<file path="src/rtl/mem_bus_arbiter.sv">
// Two-master arbiter sharing one memory port between instruction fetch and load/store.
// Round-robin on contention, one outstanding transfer, bounded wait with error completion.
module mem_bus_arbiter #(
  parameter int AW      = 32,
  parameter int DW      = 32,
  parameter int TIMEOUT = 255
) (
  input  logic          clk,
  input  logic          rst,
  // instruction fetch (read-only)
  input  logic          i_req,
  input  logic [AW-1:0] i_addr,
  output logic [DW-1:0] i_rdata,
  output logic          i_ack,
  output logic          i_err,
  // load/store
  input  logic          d_req,
  input  logic          d_we,
  input  logic [3:0]    d_wstrb,
  input  logic [AW-1:0] d_addr,
  input  logic [DW-1:0] d_wdata,
  output logic [DW-1:0] d_rdata,
  output logic          d_ack,
  output logic          d_err,
  // shared memory
  output logic          m_req,
  output logic          m_we,
  output logic [3:0]    m_wstrb,
  output logic [AW-1:0] m_addr,
  output logic [DW-1:0] m_wdata,
  input  logic [DW-1:0] m_rdata,
  input  logic          m_ack
);

  typedef enum logic [1:0] {IDLE, BUSY_I, BUSY_D} state_e;

  localparam logic [7:0] TMO_LAST = 8'(TIMEOUT - 1);

  state_e          state_q, state_d;
  logic            last_d_q, last_d_d;   // 1: last grant went to D
  logic [7:0]      cnt_q, cnt_d;
  logic            m_req_q, m_req_d;
  logic            m_we_q, m_we_d;
  logic [3:0]      m_wstrb_q, m_wstrb_d;
  logic [AW-1:0]   m_addr_q, m_addr_d;
  logic [DW-1:0]   m_wdata_q, m_wdata_d;
  logic [DW-1:0]   i_rdata_q, i_rdata_d;
  logic [DW-1:0]   d_rdata_q, d_rdata_d;
  logic            i_ack_q, i_ack_d, i_err_q, i_err_d;
  logic            d_ack_q, d_ack_d, d_err_q, d_err_d;

  logic i_elig, d_elig, gnt_i, gnt_d, busy, tmo;

  // A requester whose completion is being signalled still shows its old req.
  assign i_elig = i_req && !i_ack_q && !i_err_q;
  assign d_elig = d_req && !d_ack_q && !d_err_q;
  assign gnt_d  = (state_q == IDLE) && d_elig && (!i_elig || !last_d_q);
  assign gnt_i  = (state_q == IDLE) && i_elig && !gnt_d;
  assign busy   = (state_q != IDLE);
  assign tmo    = busy && !m_ack && (cnt_q == TMO_LAST);

  // state register
  always_ff @(posedge clk) begin
    if (rst) begin
      state_q   <= IDLE;
      last_d_q  <= 1'b0;
      cnt_q     <= '0;
      m_req_q   <= 1'b0;
      m_we_q    <= 1'b0;
      m_wstrb_q <= '0;
      m_addr_q  <= '0;
      m_wdata_q <= '0;
      i_rdata_q <= '0;
      d_rdata_q <= '0;
      i_ack_q   <= 1'b0;
      i_err_q   <= 1'b0;
      d_ack_q   <= 1'b0;
      d_err_q   <= 1'b0;
    end else begin
      state_q   <= state_d;
      last_d_q  <= last_d_d;
      cnt_q     <= cnt_d;
      m_req_q   <= m_req_d;
      m_we_q    <= m_we_d;
      m_wstrb_q <= m_wstrb_d;
      m_addr_q  <= m_addr_d;
      m_wdata_q <= m_wdata_d;
      i_rdata_q <= i_rdata_d;
      d_rdata_q <= d_rdata_d;
      i_ack_q   <= i_ack_d;
      i_err_q   <= i_err_d;
      d_ack_q   <= d_ack_d;
      d_err_q   <= d_err_d;
    end
  end

  // next state
  always_comb begin
    state_d = state_q;
    case (state_q)
      IDLE:    if (gnt_d) state_d = BUSY_D;
               else if (gnt_i) state_d = BUSY_I;
      BUSY_I,
      BUSY_D:  if (m_ack || tmo) state_d = IDLE;
      default: state_d = IDLE;
    endcase
  end

  // registered outputs and datapath
  always_comb begin
    last_d_d  = last_d_q;
    cnt_d     = cnt_q;
    m_req_d   = m_req_q;
    m_we_d    = m_we_q;
    m_wstrb_d = m_wstrb_q;
    m_addr_d  = m_addr_q;
    m_wdata_d = m_wdata_q;
    i_rdata_d = i_rdata_q;
    d_rdata_d = d_rdata_q;
    i_ack_d   = 1'b0;
    i_err_d   = 1'b0;
    d_ack_d   = 1'b0;
    d_err_d   = 1'b0;
    if (gnt_d) begin
      last_d_d  = 1'b1;
      cnt_d     = '0;
      m_req_d   = 1'b1;
      m_we_d    = d_we;
      m_wstrb_d = d_wstrb;
      m_addr_d  = d_addr;
      m_wdata_d = d_wdata;
    end else if (gnt_i) begin
      last_d_d  = 1'b0;
      cnt_d     = '0;
      m_req_d   = 1'b1;
      m_we_d    = 1'b0;
      m_wstrb_d = '0;
      m_addr_d  = i_addr;
      m_wdata_d = '0;
    end else if (busy) begin
      if (m_ack) begin
        // ack beats a coinciding timeout
        m_req_d = 1'b0;
        if (state_q == BUSY_D) begin
          d_ack_d = 1'b1;
          if (!m_we_q) d_rdata_d = m_rdata;
        end else begin
          i_ack_d   = 1'b1;
          i_rdata_d = m_rdata;
        end
      end else if (tmo) begin
        m_req_d = 1'b0;
        if (state_q == BUSY_D) d_err_d = 1'b1;
        else                   i_err_d = 1'b1;
      end else begin
        cnt_d = cnt_q + 8'd1;
      end
    end
  end

  assign m_req   = m_req_q;
  assign m_we    = m_we_q;
  assign m_wstrb = m_wstrb_q;
  assign m_addr  = m_addr_q;
  assign m_wdata = m_wdata_q;
  assign i_rdata = i_rdata_q;
  assign d_rdata = d_rdata_q;
  assign i_ack   = i_ack_q;
  assign i_err   = i_err_q;
  assign d_ack   = d_ack_q;
  assign d_err   = d_err_q;

endmodule
</file>
<file path="config.mk">
export PLATFORM = sky130hd
export DESIGN_NAME = mem_bus_arbiter
export DESIGN_NICKNAME = d
export VERILOG_FILES = /design/src/rtl/mem_bus_arbiter.sv
export SDC_FILE = /design/constraint.sdc
export NUM_CORES = 1
export LEC_CHECK = 0
export CORE_MARGIN = 10
export CORE_UTILIZATION = 45
export CTS_BUF_LIST = sky130_fd_sc_hd__clkbuf_2 sky130_fd_sc_hd__clkbuf_4 sky130_fd_sc_hd__clkbuf_8
export DETAILED_ROUTE_END_ITERATION = 7
export MAX_ROUTING_LAYER = met4
export PLACE_DENSITY = 0.91
export SLEW_MARGIN = 15
export SYNTH_ARGS = -nofsm -noshare
export SYNTH_HDL_FRONTEND = slang
export SYNTH_SLANG_ARGS = --single-unit
export TNS_END_PERCENT = 20
</file>
<file path="constraint.sdc">
create_clock -name clk -period 3.4 [get_ports clk]
set_input_delay 0.68 -clock clk [delete_from_list [all_inputs] [get_ports clk]]
set_output_delay 0.68 -clock clk [all_outputs]
set_load 0.05 [all_outputs]
</file>
# After elaboration in Yosys (flattened, before gate mapping)
# Index checks and enable logic that the tools add are counted.
op_classes:
  add_sub_neg: 1
  eq_ne: 5
  muxes: 20
  bitwise_logic: 7
  n_reduce_logical: 34
ops:
  columns: ["operator", "count"]
  rows:
  - ["two-way mux 32 bit", 4]
  - ["logical AND 1 bit", 10]
  - ["two-way mux 1 bit", 10]
  - ["adder 8 x 1 -> 8 bit, second input constant", 1]
  - ["equality test 8 bit, second input constant", 1]
  - ["zero test 1 bit", 8]
  - ["two-way mux 4 bit", 2]
  - ["inverter 1 bit", 7]
  - ["two-way mux 2 bit", 3]
  - ["AND reduction 6 bit", 1]
  - ["OR reduction 6 bit", 1]
  - ["AND reduction 5 bit", 1]
  - ["OR reduction 5 bit", 1]
  - ["one-hot mux 2 bit (2 select lines)", 1]
  - ["AND reduction 2 bit", 2]
  - ["nonzero test 2 bit", 2]
  - ["nonzero test 4 bit", 1]
  - ["!= test 3 bit, second input constant", 1]
  - ["AND reduction 3 bit", 1]
  - ["nonzero test 3 bit", 1]
  - ["OR reduction 3 bit", 1]
  - ["equality test 2 x 1 -> 1 bit, second input constant", 1]
  - ["equality test 2 bit, second input constant", 1]
  - ["zero test 2 bit", 1]
  - ["other kinds (3)", 4]
totals:
  reg_bits: 149
  out_inout_bits: 138
  word_cells: 81

# Logic depth before layout (Yosys ltp)
# Gate-level depths: netlist of run 1.
logic_depth:
  word_depth: 11
  depth_mapped: 10

# Worst setup path before layout of run 1
# OpenSTA, ideal clock, no wires.
synth_timing:
  path_kind: "register -> register"
  startpoint: "register state_q[0]"
  endpoint: "register cnt_q[7]"
  arrival_time_ps: 2047
  t_required_ps: 3341
  setup_slack_ps: 1293
  stages_incl_launch_ff: 10
  path_buffers: 3
  period_less_slack_ps: 2107
  path_cell_list: "dfxtp_1 > inv_1 > ha_1 > buf_6 > nor4bb_4 > buf_6 > or3_1 > buf_6 > or4_1 > nand2_1"
synth_via:
  elab_chain_len: 6
  word_cells_on_any_way: 12
  classes_between: "bitwise (1); reduce/logical (11)"
synth_lines:
  columns: ["element", "line", "source"]
  rows:
  - ["start, declared", "39", "state_e state_q, state_d;"]
  - ["start signal, assigned", "80", "state_q <= state_d;"]
  - ["zero test 2 bit", "57, 58", null]
  - ["logical AND 1 bit (2 in series)", "57", "assign gnt_d = (state_q == IDLE) && d_elig && (!i_elig || !last_d_q);"]
  - ["zero test 1 bit", "58", "assign gnt_i = (state_q == IDLE) && i_elig && !gnt_d;"]
  - ["logical AND 1 bit", "58", null]
  - ["OR reduction 3 bit (no line)", null, null]
  - ["end signal, assigned", "82", "cnt_q <= cnt_d;"]
  - ["end, declared", "41", "logic [7:0] cnt_q, cnt_d;"]
# Parallel ways exist; a longest one is shown, timed or not.
# A chain may end at the register's enable or synchronous reset.

# Final worst setup path of run 1
layout_timing:
  startpoint: "register m_we_q, in the netlist m_we"
  endpoint: "output m_we"
layout_rtl:
  columns: ["element", "line", "source"]
  rows:
  - ["start, declared", "43", "logic m_we_q, m_we_d;"]
  - ["start signal, assigned", "84", "m_we_q <= m_we_d;"]
  - ["end, declared", "27", "output logic m_we,"]
# No word-level cell between the ends.

==> flow_metrics.tcl, run 1 <==
set metrics [dict create \
    io_buffer_count 275 \
    core_area_sq_um 12010 \
    combPwrFrac 0.381 \
    dpl.hpwl_um 14840 \
    place_ws_ns 0.6911 \
    arrival_ns 1.79 \
    rsz0062_at_grt "no" \
    postCtsHoldBufs 0 \
    skew_ns 0.01302 \
    gp_congestion 0.8536 \
    synth_edf_count 0 \
    slew_headroom 0.5579 \
    antenna_found_initial 1 \
    clk_pin_slew_worst_paths_ns 0.08 \
    setup_ws_ns 0.9255 \
    min_path_type "register to register" \
    endpoint_kind "primary output" \
    switchingPower_mw 2.124 \
    avgViaCountPerCell 5.367 \
    root_buffer "clkbuf_8" \
    ioPinCount 276 \
    die_h_um 130.9 \
    switching_share 0.3847 \
    cp_max_fo 3 \
    fin_crit_sh 0.7278 \
    hold_viol 0 \
    drt_pass1_iterations 6 \
    synthArstFlopShare 0 \
    ir_drop_v 0.0004032 \
    slew_viol_final 0 \
    fin_cells 976 \
    startpoint_type "register" \
    htreeDepth 4 \
    grt_max_degree 66 \
    internal_power_mw 3.398 \
    first_global_vias 5590 \
    drv_cap 0 \
    synth_cell_types 38 \
    synth-seq-cells 149 \
    clock_sinks 149 \
    fin_crit_ns 2.475 \
    p_leak_nw 3.316 \
    slowest_delay_ns 0.91 \
    clock_latency_ns 0.44 \
    ant_nets 0 \
    crit_family "buffers and inverters" \
    fp.dieW_um 130.9 \
    setup_viol 0 \
    grt_pass1_wl_um 30200 \
    required_ns 2.72 \
    startpoint "m_we" \
    syn_area_sq_um 5538 \
    wl_um 20110 \
    drc_errors 0 \
    synth_top_area_share 0.5386 \
    drive_gt1_frac 0.05918 \
    wl_per_cell_um 20.60 \
    tightestPinTransition_ns 0.6631 \
    track_usage 0.2361 \
    powerDensity_nw_per_um2 631.5 \
    clockBufferDepth 2 \
    place_inst 944 \
    crit_buf_inv 1 \
    initial_core_util 0.4610 \
    setup-tns-final_ns 0 \
    yosysMostFrequentCell "dfxtp_1" \
    status "finished, final reports clean" \
    vias 5238 \
    final_util 0.7279 \
    crit_type "register to primary output" \
    path_cells "clkdlybuf4s50_1" \
    synth_common_cells "dfxtp_1, nor2_1, nand2_1, mux2i_1, a22o_1" \
    synth_cells 557 \
    overflow 0 \
    clkPwrFrac 0.242 \
    cts_buffers 17 \
    yosys_warnings 0 \
    placementRows 40 \
    ff2ff_setup_slack_ns 1.02 \
    syn-num-nets 700 \
    area_delta_synth_final_pct 57.89 \
    ys.flop_type "dfxtp_1" \
    syn_avg_cell_area_sq_um 9.942 \
    drt_iter0_markers 279 \
    yosysSeqAreaShare 0.5386 \
    min_from "i_rdata[12]" \
    synth_area_leader_cell "dfxtp_1" \
    layout.nets 959 \
    seqPwrFrac 0.378 \
    post_cts_buffers 0 \
    dieArea_sq_um 17140 \
    fmax_ghz 0.4041 \
    crit_slowest_cell "clkdlybuf4s50_1" \
    synthTopCellsByArea "dfxtp_1, mux2i_1, a22o_1, nor2_1, nand2_1" \
    holdWs_ns 0.4553 \
    cts_tree "built" \
    rr_startpoint "state_q[0]" \
    cts_resized 0 \
]
## registers in the layout, indices dropped and copies added, names as in the netlist
name and cells:
m_wstrb 4, m_req 1, last_d_q 1, i_err 1, d_ack 1, d_rdata 32
m_wdata 32, m_addr 32, cnt_q 8, i_ack 1, m_we 1, i_rdata 32
state_q 2, d_err 1
## placed cells by master (no fill, tap or decap), drive strengths merged, types with 2 or more instances in the layout
| master | netlist | final |
|---|---|---|
| a211oi | 33 | 33 |
| a21oi | 35 | 35 |
| a22o | 37 | 37 |
| and2 | 3 | 3 |
| buf | 13 | 9 |
| bufinv | 0 | 2 |
| clkbuf | 30 | 19 |
| clkdlybuf4s50 | 0 | 274 |
| clkinv | 0 | 5 |
| clkinvlp | 0 | 3 |
| dfxtp | 149 | 149 |
| ha | 5 | 5 |
| inv | 5 | 7 |
| mux2i | 64 | 64 |
| nand2 | 68 | 68 |
| nand4 | 4 | 4 |
| nor2 | 78 | 78 |
| nor3 | 2 | 2 |
| o2111ai | 2 | 2 |
| o211ai | 4 | 4 |
| or3 | 2 | 2 |
| xor2 | 5 | 5 |
## worst min-delay path: stages, from the launching register on
cell     delay, ns
dfxtp_1       0.31
nand2_1       0.05
a21oi_1       0.05
## area by class of cell
class	instances	area [sq um]
Timing Repair Buffer	283	2823
Clock inverter	12	128.9
Sequential cell	149	2983
Clock buffer	19	255.2
Fill cell	783	3268
Inverter	5	18.77
Multi-Input combinational cell	360	2349
Tap cell	147	183.9
Antenna cell	1	2.502
## cell families (layout without fill, tap and decap cells)
| logic type | Yosys count | in the layout | share of synthesized area |
|---|---|---|---|
| AO/OA/AOI/OAI | 117 | 117 | 0.1545 |
| XOR/XNOR | 6 | 6 | 0.009489 |
| adder cells (fa/ha/maj) | 5 | 5 | 0.01130 |
| buffers and inverters | 48 | 319 | 0.04022 |
| flip-flops | 149 | 149 | 0.5386 |
| multiplexers | 65 | 65 | 0.1177 |
| other | 0 | 1 | 0 |
| AND/OR/NAND/NOR | 167 | 167 | 0.1281 |
## stage by stage
| step | power, mW | cell area (sq um) |
|---|---|---|
| CTS | 5.556 | 8740 |
| floorplan | 3.464 | 5538 |
| detailed placement | 4.214 | 8356 |
| global placement | 4.148 | 8356 |
| global route | 5.757 | 8743 |
| finish | 5.522 | 8743 |
## power by group through the flow
stage / registers, mW / logic [mW] / clock network, mW
2_1_floorplan: 2.83 / 0.635 / 0
3_3_place_gp: 2.11 / 2.04 / 0
3_5_place_dp: 2.12 / 2.09 / 0
4_1_cts: 2.08 / 2.11 / 1.36
5_1_grt: 2.11 / 2.21 / 1.43
6_report: 2.09 / 2.10 / 1.33
## worst paths after layout
check,endpoint,cells after the start
worst min register to register,i_rdata[12],2
worst max register to register,d_rdata[18],7
worst min-delay path,i_rdata[12],2
worst max-delay path,m_we,1
## per-layer routing
metal | share of wire | global-route usage | vias to the layer above
li1 | - | - | 2458
met1 | 0.36 | 0.2317 | 2455
met2 | 0.50 | 0.4008 | 288
met3 | 0.12 | 0.1084 | 37
met4 | 0.023 | 0.09287 | 0
met5 | 0 | - | -
No activity file was read; power rests on OpenSTA's default activity.
==> inputs of run 2 (changes only) <==
Settings changed: CORE_UTILIZATION 45 to 41, PLACE_DENSITY 0.91 to 0.85.
Clock period 3.4 ns to 2.3 ns, I/O delays scaled along.
==> flow_metrics.tcl, run 2 (synthesis results as in run 1) <==
set metrics [dict create \
    ant_nets 0 \
    crit_buf_inv 1 \
    layout_common_cells "clkdlybuf4s50_1, dfxtp_1, nor2_1" \
    wl_um 18710 \
    htreeDepth 4 \
    cts_tree "built" \
    fin_cells 1010 \
    drv_cap 0 \
    initial_core_util 0.4182 \
    clockBufferDepth 2 \
    final_util 0.6773 \
    first_global_vias 5231 \
    gp_congestion 0.9563 \
    layout.nets 965 \
    cp_max_fo 3 \
    cts_resized 0 \
    clock_latency_ns 0.43 \
    skew_ns 0.009261 \
    overflow 0 \
    crit_slowest_cell "clkdlybuf4s50_1" \
    status "finished, final reports clean" \
    p_leak_nw 3.412 \
    grt_max_degree 66 \
    vias 5106 \
    postCtsHoldBufs 0 \
    slowest_delay_ns 0.85 \
    hold_viol 0 \
    avgViaCountPerCell 5.055 \
    slew_headroom 0.6223 \
    setup_viol 0 \
    crit_family "buffers and inverters" \
    setup-tns-final_ns 0 \
    dpl.hpwl_um 14420 \
    arrival_ns 1.68 \
    ioPinCount 276 \
    endpoint_kind "primary output" \
    fin_crit_sh 0.9291 \
    io_buffer_count 275 \
    dieArea_sq_um 18560 \
    tightestPinTransition_ns 0.5648 \
    min_path_type "input pin to register" \
    drt_pass1_iterations 4 \
    holdWs_ns 0.3838 \
    power_mw 8.639 \
    n_antenna_cell 0 \
    fmax_ghz 0.4680 \
    antenna_found_initial 0 \
    clock_sinks 149 \
    area_delta_synth_final_pct 61.97 \
    drt_iter0_markers 256 \
    required_ns 1.84 \
    crit_type "register to primary output" \
    final_common_cell "clkdlybuf4s50_1" \
    ir_drop_v 0.0005048 \
    wl_per_cell_um 18.53 \
    core_area_sq_um 13240 \
    clk_pin_slew_worst_paths_ns 0.08 \
    rsz0062_at_grt "no" \
    path_cells "clkdlybuf4s50_1" \
    drc_errors 0 \
    powerDensity_nw_per_um2 963.2 \
    place_inst 979 \
    fp.dieW_um 136.2 \
    post_cts_buffers 0 \
    grt_pass1_wl_um 28010 \
    root_buffer "clkbuf_8" \
    fin_crit_ns 2.137 \
    track_usage 0.1991 \
    cts_buffers 17 \
    placementRows 42 \
    slew_viol_final 0 \
    startpoint_type "register" \
    die_h_um 136.2 \
    drive_gt1_frac 0.06475 \
]
[run 2: final cells by class]
class	instances	area, sq um
repair buffers	289	2918
well taps	176	220.2
clock inverters	9	198.9
flip-flops and latches	149	2983
inverters	5	18.77
clock buffers	22	284.0
fillers	1015	4273
multi-input cells	360	2347
[run 2: power by group]
part	switching (mW)	internal [mW]
logic	1.96	1.17
clock network	0.928	1.49
registers	0.181	2.90
total	3.07	5.57
[run 2: worst paths after layout]
| kind | start | to | slack, ns | cells after the start |
|---|---|---|---|---|
| setup / recovery | m_we | m_we | 0.16 | 1 |
| hold / removal | rst | d_rdata[23] | 0.38 | 2 |
| setup reg to reg | state_q[0] | d_rdata[26] | 0.22 | 7 |
| hold reg to reg | i_rdata[28] | i_rdata[28] | 0.46 | 2 |
[run 2: routing by layer]
layer  vias up  global-route usage  wire (um)
met5         -                   -          0
met4         0             0.06864        323
met3        26             0.08339       1868
met2       236              0.3286       9113
met1      2368              0.2113       7407
li1       2476                   -          -
[run 2: through the flow]
step / cell area [sq um] / worst slack [ns]
after CTS: 8970 / 0.1111
after detailed placement: 8487 / -0.04649
final: 8970 / 0.1630
after global placement: 8487 / 0.01188
after floorplan: 5538 / 0.1933
after global routing: 8970 / 0.06902
